--- src/rtl/uart_mmio_ctrl_if.sv ---
// uart_mmio_ctrl_if: CPU data-memory port and UART ready/valid signals of the
// UART MMIO controller. With UART_MMIO_IRQ_EN defined the bundle also carries irq.
`timescale 1ns/1ps
interface uart_mmio_ctrl_if;
    logic [31:0] addr;
    logic        re;
    logic [3:0]  we;
    logic [31:0] din;
    logic [31:0] dout;
    logic        hit;
    logic        stall;
    logic [7:0]  uart_tx_data;
    logic        uart_tx_valid;
    logic        uart_tx_ready;
    logic [7:0]  uart_rx_data;
    logic        uart_rx_valid;
    logic        uart_rx_ready;
`ifdef UART_MMIO_IRQ_EN
    logic        irq;
`endif

    // CPU core and UART core side
    modport master (
        output addr, re, we, din, stall, uart_tx_ready, uart_rx_data, uart_rx_valid,
        input  dout, hit, uart_tx_data, uart_tx_valid, uart_rx_ready
`ifdef UART_MMIO_IRQ_EN
        , input irq
`endif
    );

    // Controller side
    modport slave (
        input  addr, re, we, din, stall, uart_tx_ready, uart_rx_data, uart_rx_valid,
        output dout, hit, uart_tx_data, uart_tx_valid, uart_rx_ready
`ifdef UART_MMIO_IRQ_EN
        , output irq
`endif
    );
endinterface

--- src/rtl/uart_mmio_ctrl.sv ---
// uart_mmio_ctrl: memory-mapped UART controller on the CPU data-memory port.
// Decodes the 0x8000_00xx window, buffers RX/TX bytes in FIFOs, runs the UART
// ready/valid handshakes and keeps a free-running cycle counter.
// Optional feature: define UART_MMIO_IRQ_EN for a maskable registered irq.
`timescale 1ns/1ps
module uart_mmio_ctrl #(
    parameter int FIFO_DEPTH = 8,
    parameter int PTR_W      = 3
) (
    input  logic            clk,
    input  logic            rst,
    uart_mmio_ctrl_if.slave bus
);
    localparam logic [PTR_W:0] DEPTH    = (PTR_W+1)'(FIFO_DEPTH);
    localparam logic [PTR_W:0] CNT_ONE  = (PTR_W+1)'(1);
    localparam logic [2:0]     W_STATUS = 3'd0;
    localparam logic [2:0]     W_RX     = 3'd1;
    localparam logic [2:0]     W_TX     = 3'd2;
    localparam logic [2:0]     W_CYCLE  = 3'd4;
    localparam logic [2:0]     W_CTRL   = 3'd6;

    logic [7:0]       rx_mem [FIFO_DEPTH];
    logic [7:0]       tx_mem [FIFO_DEPTH];
    logic [PTR_W-1:0] rx_wr_ptr, rx_rd_ptr, tx_wr_ptr, tx_rd_ptr;
    logic [PTR_W:0]   rx_count, tx_count, rx_count_next, tx_count_next;
    logic             tx_ovf, tx_ovf_next;
    logic [31:0]      cycle;
    logic [31:0]      dout_p1, load_data;
    logic [2:0]       word;
    logic             qual, ld, st;
    logic             rx_empty, rx_full, tx_empty, tx_full;
    logic             rx_push, rx_pop, tx_push, tx_pop, tx_req, ctrl_wr;
    logic             unused_bits;

    assign bus.hit  = bus.addr[31] && (bus.addr[30:5] == 26'd0);
    assign qual     = bus.hit && !bus.stall;
    assign word     = bus.addr[4:2];
    assign ld       = qual && bus.re;
    assign st       = qual && (bus.we != 4'd0);
    assign ctrl_wr  = st && (word == W_CTRL);

    assign rx_empty          = (rx_count == '0);
    assign rx_full           = (rx_count == DEPTH);
    assign bus.uart_rx_ready = !rx_full;
    assign rx_push           = bus.uart_rx_valid && !rx_full;
    assign rx_pop            = ld && (word == W_RX) && !rx_empty;

    assign tx_empty          = (tx_count == '0);
    assign tx_full           = (tx_count == DEPTH);
    assign bus.uart_tx_valid = !tx_empty;
    assign bus.uart_tx_data  = tx_mem[tx_rd_ptr];
    assign tx_pop            = !tx_empty && bus.uart_tx_ready;
    assign tx_req            = st && (word == W_TX);
    // A full FIFO still takes the store when the head leaves in the same cycle
    assign tx_push           = tx_req && (!tx_full || tx_pop);

    assign bus.dout    = dout_p1;
    assign unused_bits = ^{bus.addr[1:0], bus.din[31:8]};

    // Next occupancy and overflow flag; push together with pop keeps the count
    always_comb begin
        rx_count_next = rx_count;
        if (rx_push && !rx_pop)
            rx_count_next = rx_count + CNT_ONE;
        else if (!rx_push && rx_pop)
            rx_count_next = rx_count - CNT_ONE;
        tx_count_next = tx_count;
        if (tx_push && !tx_pop)
            tx_count_next = tx_count + CNT_ONE;
        else if (!tx_push && tx_pop)
            tx_count_next = tx_count - CNT_ONE;
        tx_ovf_next = tx_ovf;
        if (tx_req && !tx_push)
            tx_ovf_next = 1'b1;
        else if (ctrl_wr && bus.din[1])
            tx_ovf_next = 1'b0;
    end

    // Load mux, sampled from pre-update state of the access cycle
    always_comb begin
        load_data = 32'd0;
        case (word)
            W_STATUS: load_data = {29'd0, tx_ovf, !rx_empty, !tx_full};
            W_RX:     load_data = rx_empty ? 32'd0 : {24'd0, rx_mem[rx_rd_ptr]};
            W_CYCLE:  load_data = cycle;
            default:  load_data = 32'd0;
        endcase
    end

    // Control state: pointers, counts, overflow flag, cycle counter, load data
    always_ff @(posedge clk or negedge rst) begin
        if (!rst) begin
            rx_wr_ptr <= '0;
            rx_rd_ptr <= '0;
            tx_wr_ptr <= '0;
            tx_rd_ptr <= '0;
            rx_count  <= '0;
            tx_count  <= '0;
            tx_ovf    <= 1'b0;
            cycle     <= 32'd0;
            dout_p1   <= 32'd0;
        end else begin
            if (rx_push) rx_wr_ptr <= rx_wr_ptr + PTR_W'(1);
            if (rx_pop)  rx_rd_ptr <= rx_rd_ptr + PTR_W'(1);
            if (tx_push) tx_wr_ptr <= tx_wr_ptr + PTR_W'(1);
            if (tx_pop)  tx_rd_ptr <= tx_rd_ptr + PTR_W'(1);
            rx_count <= rx_count_next;
            tx_count <= tx_count_next;
            tx_ovf   <= tx_ovf_next;
            cycle    <= (ctrl_wr && bus.din[0]) ? 32'd0 : cycle + 32'd1;
            if (ld) dout_p1 <= load_data;
        end
    end

    // FIFO storage: written on push only, contents need no reset
    always_ff @(posedge clk) begin
        if (rx_push) rx_mem[rx_wr_ptr] <= bus.uart_rx_data;
        if (tx_push) tx_mem[tx_wr_ptr] <= bus.din[7:0];
    end

`ifdef UART_MMIO_IRQ_EN
    logic irq_mask, irq_mask_next, irq_r;

    assign irq_mask_next = ctrl_wr ? bus.din[2] : irq_mask;
    assign bus.irq       = irq_r;

    // Interrupt registered from next-state flags so it lines up with STATUS
    always_ff @(posedge clk or negedge rst) begin
        if (!rst) begin
            irq_mask <= 1'b1;
            irq_r    <= 1'b0;
        end else begin
            irq_mask <= irq_mask_next;
            irq_r    <= !irq_mask_next && ((rx_count_next != '0) || tx_ovf_next);
        end
    end
`endif
endmodule

--- src/flat_wrapper.sv ---
// flat-port wrapper written by rule: the top's interface ports become plain ports
module uart_mmio_ctrl_flat 
#(
    parameter int FIFO_DEPTH = 8,
    parameter int PTR_W      = 3
)
  (clk, rst, bus_addr, bus_re, bus_we, bus_din, bus_stall, bus_uart_tx_ready, bus_uart_rx_data, bus_uart_rx_valid, bus_dout, bus_hit, bus_uart_tx_data, bus_uart_tx_valid, bus_uart_rx_ready);
  uart_mmio_ctrl_if bus_i ();
  input  logic clk;
  input  logic rst;
  input wire logic [$bits(bus_i.addr)-1:0] bus_addr;
  input wire logic [$bits(bus_i.re)-1:0] bus_re;
  input wire logic [$bits(bus_i.we)-1:0] bus_we;
  input wire logic [$bits(bus_i.din)-1:0] bus_din;
  input wire logic [$bits(bus_i.stall)-1:0] bus_stall;
  input wire logic [$bits(bus_i.uart_tx_ready)-1:0] bus_uart_tx_ready;
  input wire logic [$bits(bus_i.uart_rx_data)-1:0] bus_uart_rx_data;
  input wire logic [$bits(bus_i.uart_rx_valid)-1:0] bus_uart_rx_valid;
  output wire logic [$bits(bus_i.dout)-1:0] bus_dout;
  output wire logic [$bits(bus_i.hit)-1:0] bus_hit;
  output wire logic [$bits(bus_i.uart_tx_data)-1:0] bus_uart_tx_data;
  output wire logic [$bits(bus_i.uart_tx_valid)-1:0] bus_uart_tx_valid;
  output wire logic [$bits(bus_i.uart_rx_ready)-1:0] bus_uart_rx_ready;
  assign bus_i.addr = bus_addr;
  assign bus_i.re = bus_re;
  assign bus_i.we = bus_we;
  assign bus_i.din = bus_din;
  assign bus_i.stall = bus_stall;
  assign bus_i.uart_tx_ready = bus_uart_tx_ready;
  assign bus_i.uart_rx_data = bus_uart_rx_data;
  assign bus_i.uart_rx_valid = bus_uart_rx_valid;
  assign bus_dout = bus_i.dout;
  assign bus_hit = bus_i.hit;
  assign bus_uart_tx_data = bus_i.uart_tx_data;
  assign bus_uart_tx_valid = bus_i.uart_tx_valid;
  assign bus_uart_rx_ready = bus_i.uart_rx_ready;
  uart_mmio_ctrl #(.FIFO_DEPTH(FIFO_DEPTH), .PTR_W(PTR_W)) u_core (.clk(clk), .rst(rst), .bus(bus_i));
endmodule
--- config.mk ---
export PLATFORM = sky130hd
export DESIGN_NAME = uart_mmio_ctrl_flat
export DESIGN_NICKNAME = d
export VERILOG_FILES = /design/src/rtl/uart_mmio_ctrl_if.sv /design/src/rtl/uart_mmio_ctrl.sv /design/src/flat_wrapper.sv
export SDC_FILE = /design/constraint.sdc
export NUM_CORES = 1
export LEC_CHECK = 0
export ABC_CLOCK_PERIOD_IN_PS = 4190
export CAP_MARGIN = 10
export CORE_AREA = 2 2 154 156
export DETAILED_ROUTE_END_ITERATION = 10
export DIE_AREA = 0 0 156 158
export HOLD_SLACK_MARGIN = 0.15
export MAX_ROUTING_LAYER = met4
export PLACE_DENSITY = 0.68
export SYNTH_ARGS = -nofsm -noshare
export SYNTH_HDL_FRONTEND = slang
export SYNTH_SLANG_ARGS = --single-unit
--- constraint.sdc ---
create_clock -name clk -period 4.19 [get_ports clk]
set_input_delay 0.419 -clock clk [delete_from_list [all_inputs] [get_ports clk]]
set_output_delay 0.419 -clock clk [all_outputs]
set_load 0.02 [all_outputs]
### After elaboration in Yosys (flattened, before gate mapping)

Memory sizes are Yosys's and may differ from the RTL's.
Index checks and enable logic that the tools add are counted.

* add/subtract/negate cells: 9
* eq/ne operators: 6
* multiplexer cells: 13
* reductions and logical operators: 36

Operator list (count)
* case mux 32 bit (3 select lines): 1
* adder 32 x 1 -> 32 bit, second input constant: 1
* 2-to-1 mux 32 bit: 1
* logical NOT 26 bit: 1
* logical AND 1 bit: 18
* 2-to-1 mux 4 bit: 4
* adder 3 x 1 -> 3 bit, second input constant: 4
* logical NOT 1 bit: 9
* adder 4 x 1 -> 4 bit, second input constant: 2
* equality test 4 bit, second input constant: 2
* logical NOT 4 bit: 2
* 2-to-1 mux 8 bit: 1
* subtractor 4 x 1 -> 4 bit, second input constant: 2
* equality test 3 bit, second input constant: 2
* 2-to-1 mux 1 bit: 6
* nonzero test 2 bit: 3
* nonzero test 4 bit: 1
* equality test 3 x 1 -> 1 bit, second input constant: 1
* equality test 3 x 2 -> 1 bit, second input constant: 1
* logical NOT 3 bit: 1
* logical OR 1 bit: 1

* flip-flop bits (word level): 85
* bits in writable memories: 128
* input bits: 82
* output and inout bits: 43
* logic and storage cells: 75
* memories: 2

Memories
* u_core.rx_mem: words 8, bits a word 8, read ports 1, clocked after memory_dff 0, wr ports 1, RTL line uart_mmio_ctrl.sv:22 `logic [7:0] rx_mem [FIFO_DEPTH];`
* u_core.tx_mem: words 8, bits a word 8, read ports 1, clocked after memory_dff 0, wr ports 1, RTL line uart_mmio_ctrl.sv:23 `logic [7:0] tx_mem [FIFO_DEPTH];`

### Longest topological paths before layout

Gate-level depths: netlist (run 1).

* word-level depth: 10
* depth in mapped cells: 12
* mapped depth without buffers: 12

### Worst setup path before layout (run 1)

Ideal clock, no wire load.

* path kind: input -> register
* start: input bus_addr[14]
* end: register u_core.tx_count[3]
* library setup time: 125 ps
* arrival: 2633 ps
* data required time: 4065 ps
* path slack: 1431 ps
* stages on the path: 11
* buffers on the path: 0
* cells stage by stage: nor4b_1 nand4_1 nor4_2 ha_1 inv_1 ha_1 a21o_1 a21oi_1 xnor2_1 nor2_1 xor2_1

* longest elaborated chain between the ends: 9
* elaborated cells between the ends (all ways): 11
* classes of those cells: mux (1); reduce/logical (10)

RTL lines
* start: declaration: RTL line flat_wrapper.sv:11 `input wire logic [$bits(bus_i.addr)-1:0] bus_addr;`
* logical NOT 26 bit *: RTL line uart_mmio_ctrl.sv:35 `assign bus.hit = bus.addr[31] && (bus.addr[30:5] == 26'd0);`
* logical AND 1 bit *: RTL line uart_mmio_ctrl.sv:35
* logical AND 1 bit *: RTL line uart_mmio_ctrl.sv:36 `assign qual = bus.hit && !bus.stall;`
* logical AND 1 bit *: RTL line uart_mmio_ctrl.sv:39 `assign st = qual && (bus.we != 4'd0);`
* logical AND 1 bit *: RTL line uart_mmio_ctrl.sv:53 `assign tx_req = st && (word == W_TX);`
* logical AND 1 bit *: RTL line uart_mmio_ctrl.sv:55 `assign tx_push = tx_req && (!tx_full || tx_pop);`
* via u_core.tx_push: RTL line uart_mmio_ctrl.sv:32 `logic rx_push, rx_pop, tx_push, tx_pop, tx_req, ctrl_wr;`
* logical NOT 1 bit: RTL line uart_mmio_ctrl.sv:70 `else if (!tx_push && tx_pop)`
* logical AND 1 bit: RTL line uart_mmio_ctrl.sv:70
* nonzero test 2 bit (no source line)
* end signal: assignment: RTL line uart_mmio_ctrl.sv:108 `tx_count <= tx_count_next;`
* end: declaration: RTL line uart_mmio_ctrl.sv:25 `logic [PTR_W:0] rx_count, tx_count, rx_count_next, tx_count_next;`

The timed path passes the listed nets; every way through them passes the cells marked *.
A chain may end at the register's enable or synchronous reset.

### Worst setup path after layout (run 1)

* start: register u_core.tx_rd_ptr[0]
* end: output bus_uart_tx_data[3]

* longest elaborated chain between the ends: 1

RTL lines
* start: declaration: RTL line uart_mmio_ctrl.sv:24 `logic [PTR_W-1:0] rx_wr_ptr, rx_rd_ptr, tx_wr_ptr, tx_rd_ptr;`
* start signal: assignment: RTL line uart_mmio_ctrl.sv:106 `if (tx_pop) tx_rd_ptr <= tx_rd_ptr + PTR_W'(1);`
* memory read (8 x 8 bit)
* end: declaration: RTL line flat_wrapper.sv:21 `output wire logic [$bits(bus_i.uart_tx_data)-1:0] bus_uart_tx_data;`

No other way between the ends.

==> results of run 1 <==
-- flip-flops by register name, indices dropped and copies added, names as in the netlist --
| signal | flops |
|---|---|
| u_core.bus.dout | 32 |
| u_core.cycle | 32 |
| u_core.rx_count | 4 |
| u_core.rx_mem | 64 |
| u_core.rx_rd_ptr | 3 |
| u_core.rx_wr_ptr | 3 |
| u_core.tx_count | 4 |
| u_core.tx_mem | 64 |
| u_core.tx_ovf | 1 |
| u_core.tx_rd_ptr | 3 |
| u_core.tx_wr_ptr | 3 |
-- per-stage QoR --
step / utilization / hold slack (ns) / instances
6_report: 0.487 / 0.116 / 1045
5_1_grt: 0.487 / 0.222 / 1045
4_1_cts: 0.487 / 0.164 / 1044
3_5_place_dp: 0.453 / 0.472 / 1004
3_3_place_gp: 0.453 / 0.468 / 1004
2_1_floorplan: - / 0.123 / 623
-- logic make-up after synthesis --
group | share of synthesized area
AO/OA/AOI/OAI | 0.0314
XOR/XNOR | 0.0436
adder cells (fa/ha/maj) | 0.0196
buffers and inverters | 0.0290
flip-flops | 0.660
multiplexers | 0.110
AND/OR/NAND/NOR | 0.106
-- synth_stat cells, types with 2 or more instances --
cell / number
xor2_1: 11
mux4_2: 32
buf_2: 9
nand4_2: 2
ha_1: 11
nor2_1: 52
edfxtp_1: 128
inv_1: 38
and3_1: 2
dfrtp_1: 85
or2_2: 2
nor4_2: 3
fa_1: 2
or4_1: 2
xnor2_1: 34
nand4_1: 4
nand2b_1: 5
nor3_1: 21
nand2_1: 20
mux2_2: 22
buf_1: 2
o21ai_0: 30
nor4_1: 13
nor4_4: 2
a21o_1: 2
a21oi_1: 10
mux2i_1: 3
clkbuf_1: 15
nand3_1: 38
or3_1: 3
a22oi_1: 7
-- cell type report --
type / instances / area share
diodes: 1 / 0.000223
clock buffers: 33 / 0.0582
clock inverters: 7 / 0.0119
inverters: 38 / 0.0127
multi-input cells: 345 / 0.252
flip-flops and latches: 213 / 0.532
well taps: 290 / 0.0323
repair buffers: 118 / 0.101
-- layer usage --
layer / track usage / up-vias / wire, microns
met2: 0.243 / 96 / 8610
met1: 0.204 / 2607 / 7880
met3: 0.0255 / 20 / 968
li1: - / 2525 / -
met4: 0.0310 / 0 / 195
met5: - / - / 0
-- power by group through the flow --
stage	clock, mW	sequential [mW]	combinational, mW
floorplan	0	2.46	0.219
global placement	0	2.47	0.376
detailed placement	0	2.47	0.387
CTS	2.15	2.43	0.386
global route	2.24	2.45	0.429
finish	2.11	2.43	0.378
-- critical path, delay by kind of cell (launching register included) --
family / cells / cell delay, ns
buffers and inverters: 2 / 0.87
muxes: 2 / 0.82
DFF: 1 / 0.57
-- how the worst max path moves through the flow --
stage / startpoint / to / depth (start not counted)
6_report: u_core.tx_rd_ptr[0] / bus_uart_tx_data[3] / 4
3_3_place_gp: bus_addr[14] / u_core.rx_count[3] / 13
2_1_floorplan: bus_addr[14] / u_core.tx_count[3] / 11
3_5_place_dp: bus_addr[14] / u_core.rx_count[3] / 13
4_1_cts: u_core.tx_rd_ptr[0] / bus_uart_tx_data[3] / 4
5_1_grt: bus_addr[6] / u_core.rx_count[3] / 13
==> summary by stage, run 1 <==
Status
The flow ran to the end, and the final reports show no timing, DRC or antenna violations.

Synthesis
In the synthesized netlist, the number of instances is 623. By area the synthesized netlist is led by edfxtp_1 42%, dfrtp_1 24%, mux4_2 8.0%. The number of distinct library cell variants in the gate-level netlist after synthesis is 44. In this run the cell area of the synthesized design comes to 0.00905 sq mm. Synthesis inferred around 210 register bits.

The synthesized area per cell is about 15 sq um. Counting every net in the synthesized netlist gives roughly 700. The cell accounting for the most synthesized area is edfxtp_1. Of the post-synthesis cell area, the dominant cell type holds 0.425. The count of yosys warnings during synthesis is 0. The synthesized design contains 128 enable-type register cells. The share of the Yosys chip area taken by registers is 0.660.

The most used flip-flop cell after synthesis is edfxtp_1. The share of synthesized registers carrying an async set or reset is 0.399.

Global routing
After global routing the overflow that remains totals 0. The number of antenna violations at the first check in global routing is 1. The wire length of the first global-routing pass is 28300 microns.

Across every metal layer, demand over resource in global routing totals 0.151. The pin count of the biggest net entering global routing is 86. The via count of the first global-routing pass was 5303.

STA
In this run the tightest slew margin relative to its limit is 0.256. The total count of hold-check failures in the final report came to 0. The post-layout minimum cycle time is 3.18 ns. After layout, the worst setup slack is between 1 and 1.5 ns. The accumulated negative setup slack is 0 ns.

Setup repair after global routing left no endpoint under its margin. Setup violations remaining at the end of the flow were counted as 0. The maximum operating frequency is 0.315 GHz. The setup skew after layout is 0.00859 ns. The worst-margin pin slew is 1.12 ns. The max-slew violation count is 0. In the finished design, the share of the clock period the worst path needs comes to 0.758.

Clock tree
The number of buffers inserted during clock tree synthesis is 23. The insertion delay to the later sink of the worst-skew pair is 0.49 ns. After clock tree synthesis, the flow added hold-fix buffers numbering 0. After clock tree synthesis, the setup repair step added 0 buffers. The number of sinks on the clock net is 213. The TritonCTS clock tree is done. Gates resized during post-CTS repair numbered 0. The number of buffers between clock root and the deepest sink is 3. The deepest level of the CTS H-tree is 1. The post-CTS clock slew at the launch and capture registers of the worst setup and hold paths is 0.06 ns. In this run the clock root is driven by a clkbuf_16.

Final layout
The multi-input combinational cells in the finished layout cover a total of 0.00283 sq mm. Leaving out fill and tap cells, the most frequent cells in the layout are 128 x edfxtp_1, 97 x clkdlybuf4s50_1, 85 x dfrtp_1. The combined flip-flop and latch cell area is 0.00597 sq mm. The final layout net count is 834.

The post-route cell area is 0.0112 sq mm. The leading cell type in the layout, fill and taps excluded is edfxtp_1. The count of fill cells added during filler insertion is 1967. The area growth from synthesis to final layout is 24.0%. Of the cells placed in the final design, the portion with a size suffix greater than 1 is 0.163.

Route
After the first detailed-routing iteration, the DRC count stood at 268. The first TritonRoute pass finished after 6 iterations. The via count is 5248.

The aggregate routed wire length is 17600 microns. The total DRC errors in the routed layout is 0. After detailed routing, the number of vias per cell comes to 5.02. The routed length per placed instance is 16.9 microns. The post-route antenna net violation count is 0.

Worst setup path
The signal on the critical path passes through buf_4 -> mux4_2 -> mux2_2 -> clkdlybuf4s50_1. STA puts the critical path data arrival time at 2.76 ns. The kind of critical path is reg2out. The data required time at the worst endpoint is ~3.8 ns.

The kind of end point of the critical path is a primary output. The setup slack on the worst flop-to-flop path is 1.13 ns. The startpoint of the worst register-to-register path is u_core.tx_count[0]. On the worst path, the slowest cell contributes a delay of 0.57 ns. The slowest stage of the critical path is the dfrtp_1 cell. The type of origin of the critical path is a register. The capture point of the worst reg-to-reg path is u_core.tx_count[3]. The number of cells on the worst reg-to-reg path is 12. The peak fanout along the critical path is 12.

Power and ir drop
The share of total power consumed by net switching is 0.214. The total internal power is 3.87 mW. VDD sags by at most just over 0.3 mV. The total chip power is 4.92 mW. The share of total power dissipated in the clock network is 0.428. The net switching power of the design is about 1.1 mW. The part of the power in combinational logic is 0.077. For this design the ratio of total power to cell area is ~440 mW/mm^2. Of the total power, registers draw 0.495. For this design the static power due to leakage is 4.16 nW.

Placed design
The post-placement setup slack is 0.617 ns. The HPWL after detailed placement is between 10000 and 15000 microns. The post-detailed-placement cell area is 0.0104 sq mm.

The count of port buffers added during placement is 98. At the end of routability-driven placement, the weighted congestion stood at 0.731.

Floorplanning
The height of the chip is 158 microns. The floorplan step set the die width to about 160 microns. The floorplan die area is 0.0246 sq mm. For this configuration, the core starts out at a cell density of 0.393. 125 I/O pins were placed.

The floorplan has 56 rows. In this run the standard cell core region covers 0.0231 sq mm.

Hold path
In this run the worst hold path is classified as in2async.

Flow run
Across the run, the number of max-cap violations was 0.
Power figures use the tool's default switching activity.
==> inputs of run 2 (changes only) <==
Settings changed: ABC_CLOCK_PERIOD_IN_PS 4190 to 2900, PLACE_DENSITY 0.68 to 0.7.
Clock period 4.19 ns to 2.9 ns, I/O delays scaled along.
==> run 2 against run 1 <==
  * Wire length up 2.0%
  * Clock skew fell by 0.00075 ns
  * Sequential share of layout area fell by 0.98 points
  * Critical endpoint is now bus_uart_tx_data[6]
==> summary by stage, run 2 (synthesized netlist as in run 1, its figures left out) <==
Final layout
The largest registers in the layout are u_core.rx_mem: 64 flops, u_core.tx_mem: 64 flops. The area growth from synthesis to layout is 26.4%. The count of antenna diodes in the layout is 0. The final layout net count is 869. Leaving out fill and tap cells, the most frequent cell in the layout is edfxtp_1.

Of the cells placed in the final design, the portion with a size suffix greater than 1 is 0.206. The post-route cell area is 0.0114 sq mm. The non-filler instance count after layout is around 1100.

In the layout the commonest cells are 128 x edfxtp_1, 97 x clkdlybuf4s50_1, 84 x dfrtp_1. The layout has 1980 filler cells.

Placed design
Including well taps, the total number of placed cells is 1038. The global placer's final weighted congestion is 0.763. The post-detailed-placement cell area is 0.0107 sq mm. The HPWL after detailed placement is 12200 microns. The count of buffers added on input and output ports is 98.

STA
The worst hold slack after final layout is 0.411 ns. For the finished layout, the period the worst path requires is between 2 and 3 ns. Of the available clock period, the critical path in the final layout requires 0.951. Setup violations remaining at the end of the flow were counted as 0.

The worst-margin pin slew is just over 0.8 ns. Setup repair after global routing left no endpoint under its margin. The max-slew violation count was 0.

The total count of hold-check failures in the final report came to 0. The maximum operating frequency is 0.363 GHz. The setup skew after layout is 0.00784 ns. Headroom to the max-slew limit came out at 0.456.

Worst setup path
In this run the register-to-register setup slack is 0.22 ns. The data required time at the worst endpoint is 2.61 ns. The number of cells on the worst reg-to-reg path is 11. The worst setup path is launched from a register. In this run the worst path has a maximum fanout of 18. The setup path with the least slack is of type reg2out. The worst register-to-register path ends at u_core.tx_count[3]. The data arrival at the endpoint of the critical path is 2.47 ns. The startpoint of the worst register-to-register path is u_core.tx_count[0]. STA classifies the critical path endpoint as a primary output. The most critical setup path has its endpoint at bus_uart_tx_data[6].

The origin of the worst setup path is u_core.tx_rd_ptr[0].

Clock tree
Counting the buffers created by CTS gives 23. The insertion delay to the later sink of the worst-skew pair is 0.50 ns. The deepest level of the CTS H-tree is 1. The TritonCTS clock tree is done. The tree built by TritonCTS fans out to around 210 sinks. The number of buffers between clock root and the deepest sink is 3.

The cell chosen for the clock root is clkbuf_16. Clock-pin slew was measured on the worst setup and hold paths at roughly 0.060 ns.

Global routing
The number of antenna violations at the first check in global routing was 0. The via count of the first global-routing pass came to 5559. The global route total overflow is 0. Across every metal layer, demand over resource in global routing totals 0.156.

The wire length of the first global-routing pass is 29200 microns. The pin count of the biggest net entering global routing is 65.

Route
The detail route stage leaves a number of antenna-violating nets equal to 0. After detailed routing, the average wire length per cell comes to 16.7 microns. After the first detailed-routing iteration, the DRC count stood at 311. The total DRC errors in the routed layout is 0. After detailed routing, the number of vias per cell comes to 5.03. The final route contains 5433 vias. Wires add up to 18000 microns. The number of search-and-repair iterations in the first detailed-routing pass is 4.

Floorplanning
The height of the chip is around 160 microns. In this run the standard cell core region covers between 0.02 and 0.025 sq mm. In this run the core area contains 56 standard-cell rows.

The width of the die is 156 microns. The die covers 0.0246 sq mm. The starting density of the core is 0.393.

In this run the count of I/O pins placed on the die edge is roughly 130.

Power and ir drop
For this design the ratio of total power to cell area is roughly 600 mW/mm^2. Across the VDD grid, the largest voltage drop is approximately 0.53 mV. The cell leakage power is 4.29 nW.

Hold path
In this run the worst hold path is classified as in2async.

Status
The flow ran to the end, and the final reports show no timing, DRC or antenna violations.

Flow run
Max-cap violations in this run came to 0.
[run 2: changes by cell type in the layout (fill, tap and decap cells not counted), moves of 2 or more]
cell / before / now
buf_4: 21 / 53
clkinvlp_4: 0 / 4
bufinv_16: 4 / 1
clkbuf_1: 6 / 3
clkbuf_8: 4 / 1
clkinv_2: 2 / 5
clkinv_4: 0 / 2
[run 2: routing by layer]
metal / vias up / routed length [microns] / share of wire / GRT usage
met3: 18 / 683 / 0.038 / 0.0260
met4: 0 / 250 / 0.014 / 0.0328
met2: 97 / 8870 / 0.49 / 0.259
met1: 2715 / 8200 / 0.46 / 0.205
li1: 2603 / - / - / -
met5: - / 0 / 0 / -
[run 2: what timing repair did]
action | in CTS | in global routing
setup endpoints to repair | 4 | 9
gates resized for setup | 1 | 2
setup buffers | 0 | 0
hold endpoints to repair | 61 | 0
hold buffers | 1 | 0
[run 2: layout make-up]
| type | instances | area, sq um | area share |
|---|---|---|---|
| flip-flops and latches | 213 | 5970 | 0.522 |
| repair buffers | 153 | 1410 | 0.123 |
| clock inverters | 14 | 115 | 0.0101 |
| inverters | 38 | 143 | 0.0125 |
| well taps | 290 | 363 | 0.0317 |
| clock buffers | 27 | 601 | 0.0525 |
| multi-input cells | 345 | 2830 | 0.248 |
[run 2: where the power goes]
group	total, mW	leakage (nW)	internal, mW	switching [mW]
clock	2.73	0.343	1.58	1.15
combinational	0.608	1.77	0.311	0.297
sequential	3.51	2.18	3.41	0.100
[run 2: per-stage QoR]
step | utilization | setup TNS [ns] | power [mW] | setup WS, ns
CTS | 0.496 | 0 | 6.94 | 0.0204
detailed placement | 0.464 | -0.349 | 4.19 | -0.168
finish | 0.496 | 0 | 6.85 | 0.143
floorplan | - | 0 | 3.87 | 0.226
global route | 0.496 | 0 | 7.15 | 0.00386
global placement | 0.464 | -0.267 | 4.17 | -0.125
[run 2: worst min-delay path by stage]
stage	startpoint	endpoint	slack [ns]	cells past startpoint
after global placement	rst	u_core.bus.dout[16]	0.44	1
after CTS	rst	u_core.bus.dout[16]	0.45	2
after floorplan	rst	u_core.bus.dout[0]	-0.006	0
after detailed placement	rst	u_core.bus.dout[16]	0.45	1
after global routing	u_core.tx_count[3]	u_core.tx_count[3]	0.50	1
final	rst	u_core.bus.dout[16]	0.41	2
[run 2: worst max-delay path, stage by stage, from the launching register on]
cell and delay (ns):
dfrtp_1 0.34, buf_6 0.26, mux4_2 0.53, mux2_2 0.28, clkdlybuf4s50_1 0.55
==> inputs of run 3 (changes only) <==
Settings changed: CORE_AREA 2 2 154 156 to 2 2 141 170, DIE_AREA 0 0 156 158 to 0 0 143 172.
==> run 3 against run 2 <==
  * Worst hold slack lost 0.071 ns
  * Sequential share of layout area grew 0.17 points
  * Fmax shrank 1.1%
  * Global-route usage shrank 0.33 points
  * Cell area shrank 0.33%
  * Critical path depth is the same
  * Core utilization is essentially flat
  * Setup slack lost 0.030 ns
  * Non-clock buffer count shrank 9
  * Total power shrank 0.41%
  * Clock skew grew 0.0023 ns
  * Via count shrank 1.3%
==> summary by stage, run 3 (synthesized netlist as in run 1, its figures left out) <==
Status
The flow ran to the end, and the final reports show no timing, DRC or antenna violations.

STA
The setup violation total in the final timing report is 0. At the pin with the least slew margin, the transition time is between 0.7 and 0.8 ns. The post-layout minimum cycle time is around 2.8 ns. The setup skew after layout is 0.0101 ns. The maximum operating frequency is 0.359 GHz.

The total count of hold-check failures in the final report is 0. Headroom to the max-slew limit came out at 0.480. Setup repair after global routing left no endpoint under its margin. The max-slew violation count came to 0. In the finished design, the share of the clock period the worst path needs comes to 0.961.

Final layout
The library cells used most frequently in the layout, excluding fill and tap cells, are 128 x edfxtp_1, 96 x clkdlybuf4s50_1, 84 x dfrtp_1. The area growth from synthesis to final layout is 26.0%. Summing all flip-flop and latch instances after layout gives 0.00597 sq mm. The non-filler instance count after layout is around 1100. The final design utilization is 0.496. The layout has 1971 filler cells. In the final layout, the registers with the most flip-flops are u_core.rx_mem: 64 flops, u_core.tx_mem: 64 flops.

The final layout net count is 858. Leaving out fill and tap cells, the most frequent cell in the layout is edfxtp_1. The share of cells above drive strength 1 is 0.197. The count of antenna diodes in the layout is 0. The area taken by multi-input logic gates is ~0.0028 sq mm.

After routing the design area is 0.0114 sq mm.

Global routing
For this run, the total global-route usage over all layers was measured as 0.153. For this run the aggregate overflow at the end of global routing stands at 0. The first global-routing pass estimated 28700 microns of wire.

The number of antenna violations at the first check in global routing is 0. Entering global routing, the biggest net connects 86 pins. The via count of the first global-routing pass came to 5591.

Route
In the final routed layout, each cell accounts on average for about 16 microns. The aggregate routed wire length is 17900 microns. The first detailed-routing pass took 4 iterations. The post-route antenna net violation count is 0. The total DRC errors in the routed layout is 0. The number of DRC markers in iteration 0 is 293. The ratio of routed vias to standard cells is 4.91.

The via count is 5365.

Hold path
The tightest min-delay check is of the in2async type.

Worst setup path
At the worst endpoint, the required time is 2.61 ns. The kind of end point of the critical path is a primary output. The setup path with the least slack is of type reg2out. The worst register-to-register path begins at u_core.tx_count[2]. The type of origin of the critical path is a register. Following the worst setup path forward leads to its endpoint at bus_uart_tx_data[1]. The worst register-to-register path has a setup slack of 0.13 ns.

Measured in cells, the most critical reg-to-reg path has a length of 11. The origin of the worst setup path is u_core.tx_rd_ptr[0]. At the worst endpoint, the arrival time is 2.50 ns. Along the worst path, the maximum fanout reaches 16. The capture point of the worst reg-to-reg path is u_core.tx_count[3].

Floorplanning
Measured along the x axis, the die boundary spans 143 microns. The number of standard-cell rows in the floorplan is just over 60. The I/O pin count is approximately 130. The height of the chip is 172 microns. The starting density of the core is 0.394. The floorplan die area is 0.0246 sq mm. The floorplan core area is 0.0230 sq mm.

Clock tree
The TritonCTS clock tree is done. Counting the buffers created by CTS gives 21. After clock tree synthesis, the clock-pin slew on the worst setup and hold paths is 0.06 ns. The cell chosen for the clock root is clkbuf_16. The number of sinks on the clock net is between 200 and 250. The insertion delay to the later sink of the worst-skew pair is about 0.50 ns. Counting along the longest clock path gives a buffer depth of 3. The deepest level of the CTS H-tree is 1.

Placed design
The HPWL after detailed placement is 11900 microns. The post-detailed-placement cell area is 0.0107 sq mm. Routability-driven placement finished with a final weighted congestion of 0.762. The count of port buffers added during placement is 98. The number of placed instances, taps included, is 1054.

Flow run
The tool flagged a number of max-cap violations equal to 0.

Power and ir drop
The total chip power is 6.82 mW. For this design the ratio of total power to cell area is 598 mW/mm^2. The cell leakage power is 4.24 nW. Across the VDD grid, the largest voltage drop is 0.400 mV.
run 3: cell types whose count changed in the layout (fill, tap and decap cells not counted):
cell,previous run,this run
bufinv_16,1,2
clkinv_1,1,0
buf_4,53,43
clkbuf_16,23,21
clkinv_2,5,4
clkbuf_1,3,1
buf_12,1,3
dlymetal6s2s_1,0,1
buf_6,1,0
clkdlybuf4s50_1,97,96
clkinvlp_4,4,6
o21bai_1,0,1
o21bai_2,1,0
run 3: what timing repair did:
item / CTS / global route
endpoints found under the hold margin: 85 / 0
buffers inserted: 0 / 0
endpoints found under the setup margin: 8 / 1
hold buffers: 1 / 0
resized for setup: 1 / 1
run 3: through the flow:
step | setup TNS (ns) | setup WS [ns] | hold WS [ns]
finish | 0 | 0.113 | 0.340
global route | 0 | 0.0133 | 0.408
CTS | 0 | 0.0472 | 0.383
detailed placement | -0.487 | -0.188 | 0.367
global placement | -0.268 | -0.133 | 0.367
floorplan | 0 | 0.226 | -0.00559
run 3: area by class of cell:
cell class                      count  share of cell area
Clock inverter                     15              0.0133
Tap cell                          315              0.0346
Inverter                           38              0.0125
Multi-Input combinational cell    345               0.248
Sequential cell                   213               0.524
Clock buffer                       23              0.0476
Timing Repair Buffer              144               0.120
run 3: routing by layer:
metal	up-vias	global-route usage	routed length, microns
met3	36	0.0224	677
met4	0	0.0413	361
met2	85	0.260	8990
met5	-	-	0
met1	2672	0.192	7860
li1	2572	-	-
run 3: how the worst min path moves through the flow:
stage | from | end | slack [ns] | depth (start not counted)
6_report | rst | u_core.bus.dout[28] | 0.34 | 3
5_1_grt | rst | u_core.bus.dout[13] | 0.41 | 3
4_1_cts | rst | u_core.cycle[23] | 0.38 | 3
3_5_place_dp | rst | u_core.bus.dout[28] | 0.37 | 2
3_3_place_gp | rst | u_core.bus.dout[28] | 0.37 | 2
2_1_floorplan | rst | u_core.bus.dout[0] | -0.006 | 0
run 3: worst max-delay path, cell delays in order, from the launching register on:
cell and delay, ns:
dfrtp_1 0.43, buf_12 0.21, mux4_2 0.52, mux2_2 0.29, clkdlybuf4s50_1 0.54
run 3: report_power, final:
part,switching (mW),internal [mW]
combinational,0.292,0.305
sequential,0.103,3.41
clock,1.16,1.55
